`src/rtl/din_debounce_pkg.sv`:
```
// din_debounce_pkg: types and constants shared by the din_debounce block and its bench.
//   deb_state_e           - debouncer state, 2-bit encoding
//   GLITCH_MAX            - saturation value of the aborted-qualification counter
//   DEFAULT_SYNC_STAGES   - default synchroniser depth, shared with the D-FF stage bench
//   DEFAULT_STABLE_CYCLES - default qualification length, shared with the D-FF stage bench
//   idle_state()          - stable state that corresponds to a given settled level
package din_debounce_pkg;

    typedef enum logic [1:0] {
        STABLE_LO = 2'b00,
        QUAL_HI   = 2'b01,
        STABLE_HI = 2'b10,
        QUAL_LO   = 2'b11
    } deb_state_e;

    localparam int GLITCH_MAX            = 255;
    localparam int DEFAULT_SYNC_STAGES   = 2;
    localparam int DEFAULT_STABLE_CYCLES = 50000;

    function automatic deb_state_e idle_state(input logic level);
        return level ? STABLE_HI : STABLE_LO;
    endfunction

endpackage

```
`src/rtl/din_debounce_bit_sync.sv`:
```
// bit_sync: multi-flop synchroniser for one asynchronous bit.
//   clk    - destination clock
//   rst_n  - asynchronous active-low reset; every stage loads RESET_VAL
//   din    - asynchronous input bit
//   s      - synchronised output (last stage)
// Kept generic so other asynchronous inputs can reuse it.
module bit_sync #(
    parameter int STAGES    = 2,
    parameter bit RESET_VAL = 1'b0
) (
    input  logic clk,
    input  logic rst_n,
    input  logic din,
    output logic s
);

    logic [STAGES-1:0] sync_reg;
    logic [STAGES-1:0] stage_in;

    // Stage 0 is the only flop that sees the raw input; each later stage
    // takes its predecessor.
    genvar gi;
    generate
        for (gi = 0; gi < STAGES; gi++) begin : g_stage
            if (gi == 0) begin : g_first
                assign stage_in[gi] = din;
            end else begin : g_chain
                assign stage_in[gi] = sync_reg[gi-1];
            end
        end
    endgenerate

    always_ff @(posedge clk or negedge rst_n) begin
        if (!rst_n) begin
            sync_reg <= {STAGES{RESET_VAL}};
        end else begin
            sync_reg <= stage_in;
        end
    end

    assign s = sync_reg[STAGES-1];

endmodule

```
`src/rtl/din_debounce.sv`:
```
// din_debounce: synchronise and debounce a raw button/switch input.
//   clk        - single clock, posedge
//   rst_n      - asynchronous active-low reset
//   din        - raw asynchronous input
//   enable     - 1 = qualify level changes, 0 = freeze dout
//   glitch_clr - synchronous clear of glitch_cnt (wins over an increment)
//   dout       - debounced level (feeds the downstream D flip-flop)
//   rise_pulse - one-cycle pulse when dout goes 0->1
//   fall_pulse - one-cycle pulse when dout goes 1->0
//   busy       - high while a level change is being qualified
//   glitch_cnt - saturating count of aborted qualifications
module din_debounce
    import din_debounce_pkg::*;
#(
    parameter int SYNC_STAGES   = DEFAULT_SYNC_STAGES,
    parameter int STABLE_CYCLES = DEFAULT_STABLE_CYCLES,
    parameter int CNT_W         = 16,
    parameter bit RESET_LEVEL   = 1'b0
) (
    input  logic       clk,
    input  logic       rst_n,
    input  logic       din,
    input  logic       enable,
    input  logic       glitch_clr,
    output logic       dout,
    output logic       rise_pulse,
    output logic       fall_pulse,
    output logic       busy,
    output logic [7:0] glitch_cnt
);

    generate
        if (SYNC_STAGES < 2 || SYNC_STAGES > 4) begin : g_bad_sync
            $error("din_debounce: SYNC_STAGES must be in 2..4");
        end
        if (STABLE_CYCLES < 2) begin : g_bad_stable
            $error("din_debounce: STABLE_CYCLES must be at least 2");
        end
        if ((64'd1 << CNT_W) <= 64'(STABLE_CYCLES)) begin : g_bad_cnt_w
            $error("din_debounce: CNT_W too small for STABLE_CYCLES");
        end
    endgenerate

    localparam logic [CNT_W-1:0] CNT_LAST = CNT_W'(STABLE_CYCLES - 1);
    localparam logic [CNT_W-1:0] CNT_ONE  = CNT_W'(1);
    localparam logic [7:0]       G_MAX    = 8'(GLITCH_MAX);

    logic s;

    bit_sync #(
        .STAGES    (SYNC_STAGES),
        .RESET_VAL (RESET_LEVEL)
    ) u_sync (
        .clk   (clk),
        .rst_n (rst_n),
        .din   (din),
        .s     (s)
    );

    deb_state_e       state_reg, state_next;
    logic [CNT_W-1:0] cnt_reg, cnt_next;
    logic             dout_reg, dout_next;
    logic             rise_reg, rise_next;
    logic             fall_reg, fall_next;
    logic             busy_reg, busy_next;
    logic [7:0]       glitch_reg, glitch_next;
    logic             glitch_inc;

    always_ff @(posedge clk or negedge rst_n) begin
        if (!rst_n) begin
            state_reg  <= idle_state(RESET_LEVEL);
            cnt_reg    <= '0;
            dout_reg   <= RESET_LEVEL;
            rise_reg   <= 1'b0;
            fall_reg   <= 1'b0;
            busy_reg   <= 1'b0;
            glitch_reg <= '0;
        end else begin
            state_reg  <= state_next;
            cnt_reg    <= cnt_next;
            dout_reg   <= dout_next;
            rise_reg   <= rise_next;
            fall_reg   <= fall_next;
            busy_reg   <= busy_next;
            glitch_reg <= glitch_next;
        end
    end

    always_comb begin
        state_next = state_reg;
        cnt_next   = cnt_reg;
        dout_next  = dout_reg;
        rise_next  = 1'b0;
        fall_next  = 1'b0;
        glitch_inc = 1'b0;

        case (state_reg)
            STABLE_LO: begin
                if (enable && s) begin
                    state_next = QUAL_HI;
                    cnt_next   = CNT_ONE;
                end
            end
            QUAL_HI: begin
                // Dropping enable is a deliberate abort, not a bounce.
                if (!enable) begin
                    state_next = STABLE_LO;
                    cnt_next   = '0;
                end else if (!s) begin
                    state_next = STABLE_LO;
                    cnt_next   = '0;
                    glitch_inc = 1'b1;
                end else if (cnt_reg == CNT_LAST) begin
                    state_next = STABLE_HI;
                    cnt_next   = '0;
                    dout_next  = 1'b1;
                    rise_next  = 1'b1;
                end else begin
                    cnt_next = cnt_reg + CNT_ONE;
                end
            end
            STABLE_HI: begin
                if (enable && !s) begin
                    state_next = QUAL_LO;
                    cnt_next   = CNT_ONE;
                end
            end
            QUAL_LO: begin
                if (!enable) begin
                    state_next = STABLE_HI;
                    cnt_next   = '0;
                end else if (s) begin
                    state_next = STABLE_HI;
                    cnt_next   = '0;
                    glitch_inc = 1'b1;
                end else if (cnt_reg == CNT_LAST) begin
                    state_next = STABLE_LO;
                    cnt_next   = '0;
                    dout_next  = 1'b0;
                    fall_next  = 1'b1;
                end else begin
                    cnt_next = cnt_reg + CNT_ONE;
                end
            end
            default: begin
                state_next = idle_state(dout_reg);
                cnt_next   = '0;
            end
        endcase

        // busy is registered alongside the state, so derive it from the next state.
        busy_next = (state_next == QUAL_HI) || (state_next == QUAL_LO);

        if (glitch_clr) begin
            glitch_next = '0;
        end else if (glitch_inc && glitch_reg != G_MAX) begin
            glitch_next = glitch_reg + 8'd1;
        end else begin
            glitch_next = glitch_reg;
        end
    end

    assign dout       = dout_reg;
    assign rise_pulse = rise_reg;
    assign fall_pulse = fall_reg;
    assign busy       = busy_reg;
    assign glitch_cnt = glitch_reg;

endmodule

```
`config.mk`:
```
export PLATFORM = sky130hd
export DESIGN_NAME = din_debounce
export DESIGN_NICKNAME = d
export VERILOG_FILES = /design/src/rtl/din_debounce_pkg.sv /design/src/rtl/din_debounce_bit_sync.sv /design/src/rtl/din_debounce.sv
export SDC_FILE = /design/constraint.sdc
export NUM_CORES = 1
export LEC_CHECK = 0
export ABC_AREA = 1
export CAP_MARGIN = 20
export CORE_ASPECT_RATIO = 0.5
export CORE_UTILIZATION = 57
export DETAILED_ROUTE_END_ITERATION = 16
export PLACE_DENSITY = 0.76
export SLEW_MARGIN = 20
export SYNTH_ARGS = -nofsm -noshare
export SYNTH_HDL_FRONTEND = slang
export SYNTH_SLANG_ARGS = --single-unit
export TNS_END_PERCENT = 50
```
`constraint.sdc`:
```
create_clock -name clk -period 1.9 [get_ports clk]
set_input_delay 0.285 -clock clk [delete_from_list [all_inputs] [get_ports clk]]
set_output_delay 0.285 -clock clk [all_outputs]
set_load 0.02 [all_outputs]
```
==> flow_metrics.env <==
export IMPL_setup_worst_path_start_class="flop"
export IMPL_period_needed_ps=1725
export IMPL_synth_area_leaders="dfrtp_1 40%, nand2_1 11%, nor2_1 7.8%"
export IMPL_viasPerCell=5.332
export IMPL_die_area_mm2=0.003638
export IMPL_antenna_found_initial=0
export IMPL_timing_setup_tns_ps=0
export IMPL_routedWlPerCell_um=12.19
export IMPL_gr_usage_all_layers_pct=24.90
export IMPL_hold_viol=0
export IMPL_drcViolationCount=2
export IMPL_ys_async_sr_fraction_pct=100.0
export IMPL_hp_class="reg2reg"
export IMPL_die_h_um=43.15
export IMPL_dr_pass1_iters=11
export IMPL_syn_inst=250
export IMPL_syn_to_final_growth_pct=14.78
export IMPL_rows=14
export IMPL_synth_ff_type="dfrtp_1"
export IMPL_yosysMostFrequentCell="nand2_1"
export IMPL_slowest_delay_ps=650
export IMPL_violations="DRC"
export IMPL_hold_buffers=0
export IMPL_grt_busiest_layer="met2"
export IMPL_end_kind="primary output"
export IMPL_antennaDiodeCount=0
export IMPL_grt_pass1_wl_um=6941
export IMPL_tightestPinTransition_ps=449.7
export IMPL_gp_congestion=0.8636
export IMPL_timing_final_crit_share_pct=90.80
export IMPL_syn_avg_cell_area_um2=7.722
export IMPL_synth_commonest_cells="58 x nand2_1, 40 x nor2_1, 31 x dfrtp_1, 28 x inv_1, 27 x nand3_1"
export IMPL_grt_pass1_vias=1605
export IMPL_drt_total_wl_um=3817
export IMPL_synth_fp_nets=257
export IMPL_insertion_delay_ps=280
export IMPL_drt_iter0_markers=78
export IMPL_netlist_area_mm2=0.001931
export IMPL_grtUsageMet1_pct=31.27
export IMPL_io_pins=17
export IMPL_io_buffers=16
export IMPL_yosysWarnings=0
export IMPL_path_clk_slew_ps=70
export IMPL_synth_cell_types=30
export IMPL_critPathKind="reg2out"
export IMPL_detail_route_antenna_nets=0
export IMPL_crit_slowest_cell="clkdlybuf4s50_1"
export IMPL_status="finished with violations"
export IMPL_vias=1669
export IMPL_grt_util_met3_pct=7.393
export IMPL_holdWs_ps=350.3
export IMPL_relSlewSlack_pct=69.99
export IMPL_cp_cell_sequence="clkdlybuf4s50_1"
export IMPL_largest_reg_flops=16
export IMPL_fillerInstances=255
export IMPL_hpwl_um=2756
export IMPL_design_area_mm2=0.002216
export IMPL_post_cts_buffers=0
export IMPL_cp_arrival_ps=1440
export IMPL_initial_utilization_pct=61.92
export IMPL_power_density_mw_per_mm2=968.3
export IMPL_met2_usage_pct=41.80
export IMPL_clock_skew_ps=4.338
export IMPL_layout_nets=279
export IMPL_htree_levels=2
export IMPL_setup_viol=0
export IMPL_clockBufferDepth=2
export IMPL_cts_root_buf="clkbuf_8"
export IMPL_synth_top_area_share_pct=40.18
export IMPL_ir_drop_v=0.0005650
export IMPL_place_inst=305
export IMPL_critPathTopFamily="buffers and inverters"
export IMPL_path_max_fanout=10
export IMPL_synth_edf_count=0
export IMPL_drive_gt1_share_pct=15.38
export IMPL_drv_slew=0
export IMPL_leakagePower_uw=0.001055
export IMPL_max_cap_viol_count=0
export IMPL_fin_cells=313
export IMPL_yosys_area_top_type="dfrtp_1"
export IMPL_cts_buffers=5
export IMPL_overflow=0
export IMPL_clock_fmax_mhz=579.6
export IMPL_cts_sinks=31
export IMPL_rsz0062_at_grt="false"
export IMPL_die_w_um=84.31
export IMPL_worst_path_buf_inv=1
export IMPL_grt_max_degree=32
export IMPL_fp_coreArea_mm2=0.003118
export IMPL_placed_area_mm2=0.002133
export IMPL_ys_seq_area_share_pct=40.18
export IMPL_ys_seq_elements=31
export IMPL_fin_util_pct=71.07
export IMPL_cts_tree="built"
export IMPL_cp_required_ps=1620
[per-stage QoR]
step	total power, uW	worst slack [ps]
floorplan	1474	472.9
global placement	1640	135.2
detailed placement	1653	102.2
CTS	2159	28.63
global route	2303	137.8
finish	2146	174.7
[cell families after synthesis]
family,synth area share [%]
buffers and inverters,6.999
AOI/OAI and AO/OA,8.814
DFF,40.18
and+or+nand+nor,40.50
xor gates and xnor gates,2.204
adders and majority gates,1.296
[final timing paths]
kind                                              startpoint                            to  slack (ps)  cells after the start
worst max register to register        cnt_reg[0]$_DFFE_PN0P_        cnt_reg[9]$_DFFE_PN0P_         340                      8
worst min-delay path            u_sync.sync_reg[0]$_DFF_PN0_  u_sync.sync_reg[1]$_DFF_PN0_         350                      0
worst min register to register  u_sync.sync_reg[0]$_DFF_PN0_  u_sync.sync_reg[1]$_DFF_PN0_         350                      0
max in group asynchronous                              rst_n        state_reg[0]$_DFF_PN0_        1190                      2
worst max-delay path                  state_reg[0]$_DFF_PN0_                          busy         170                      1
min in group asynchronous                              rst_n        cnt_reg[8]$_DFFE_PN0P_         390                      2
[layout make-up]
class / instances / area, um2 / share of cell area [%]
multi-input combinational: 187 / 1020 / 46.02
clock inverter: 1 / 5.005 / 0.2259
inverter: 30 / 120.1 / 5.421
clock buffer: 7 / 76.32 / 3.444
tap: 40 / 50.05 / 2.259
timing repair buffer: 17 / 167.7 / 7.566
sequential: 31 / 777.0 / 35.06
[worst reg2reg max path, cell delays in order, from the launching register on]
cell	delay [ps]
dfrtp_1	390
ha_1	250
nand3_1	150
nor2_1	130
nand2_1	160
nand2_4	140
nand2_8	80
nand2_1	100
a21oi_2	50
[cells in the final DEF, fill, tap and decap left out, drive strengths merged, types with 5 or more instances in the layout]
master,Yosys,final
a21oi,6,6
a31oi,5,5
clkbuf,0,7
clkdlybuf4s50,0,16
dfrtp,31,31
inv,30,30
nand2,70,70
nand3,27,27
nor2,50,50
o21ai,10,10
[routing by layer]
layer  share of wire (%)  vias to the layer above
li1                    -                      846
met2                  46                       36
met3                 4.0                        2
met4                0.50                        0
met1                  50                      785
met5                   0                        -
[where the power goes]
part,switching (uW),internal (uW)
Sequential,91.4,726
Combinational,547,282
Clock,243,257
[repair_timing]
| item | CTS | global route |
|---|---|---|
| resized for setup | 0 | 1 |
| hold endpoints to repair | 0 | 0 |
| endpoints found under the setup margin | 0 | 1 |
No activity file was read; power rests on OpenSTA's default activity.
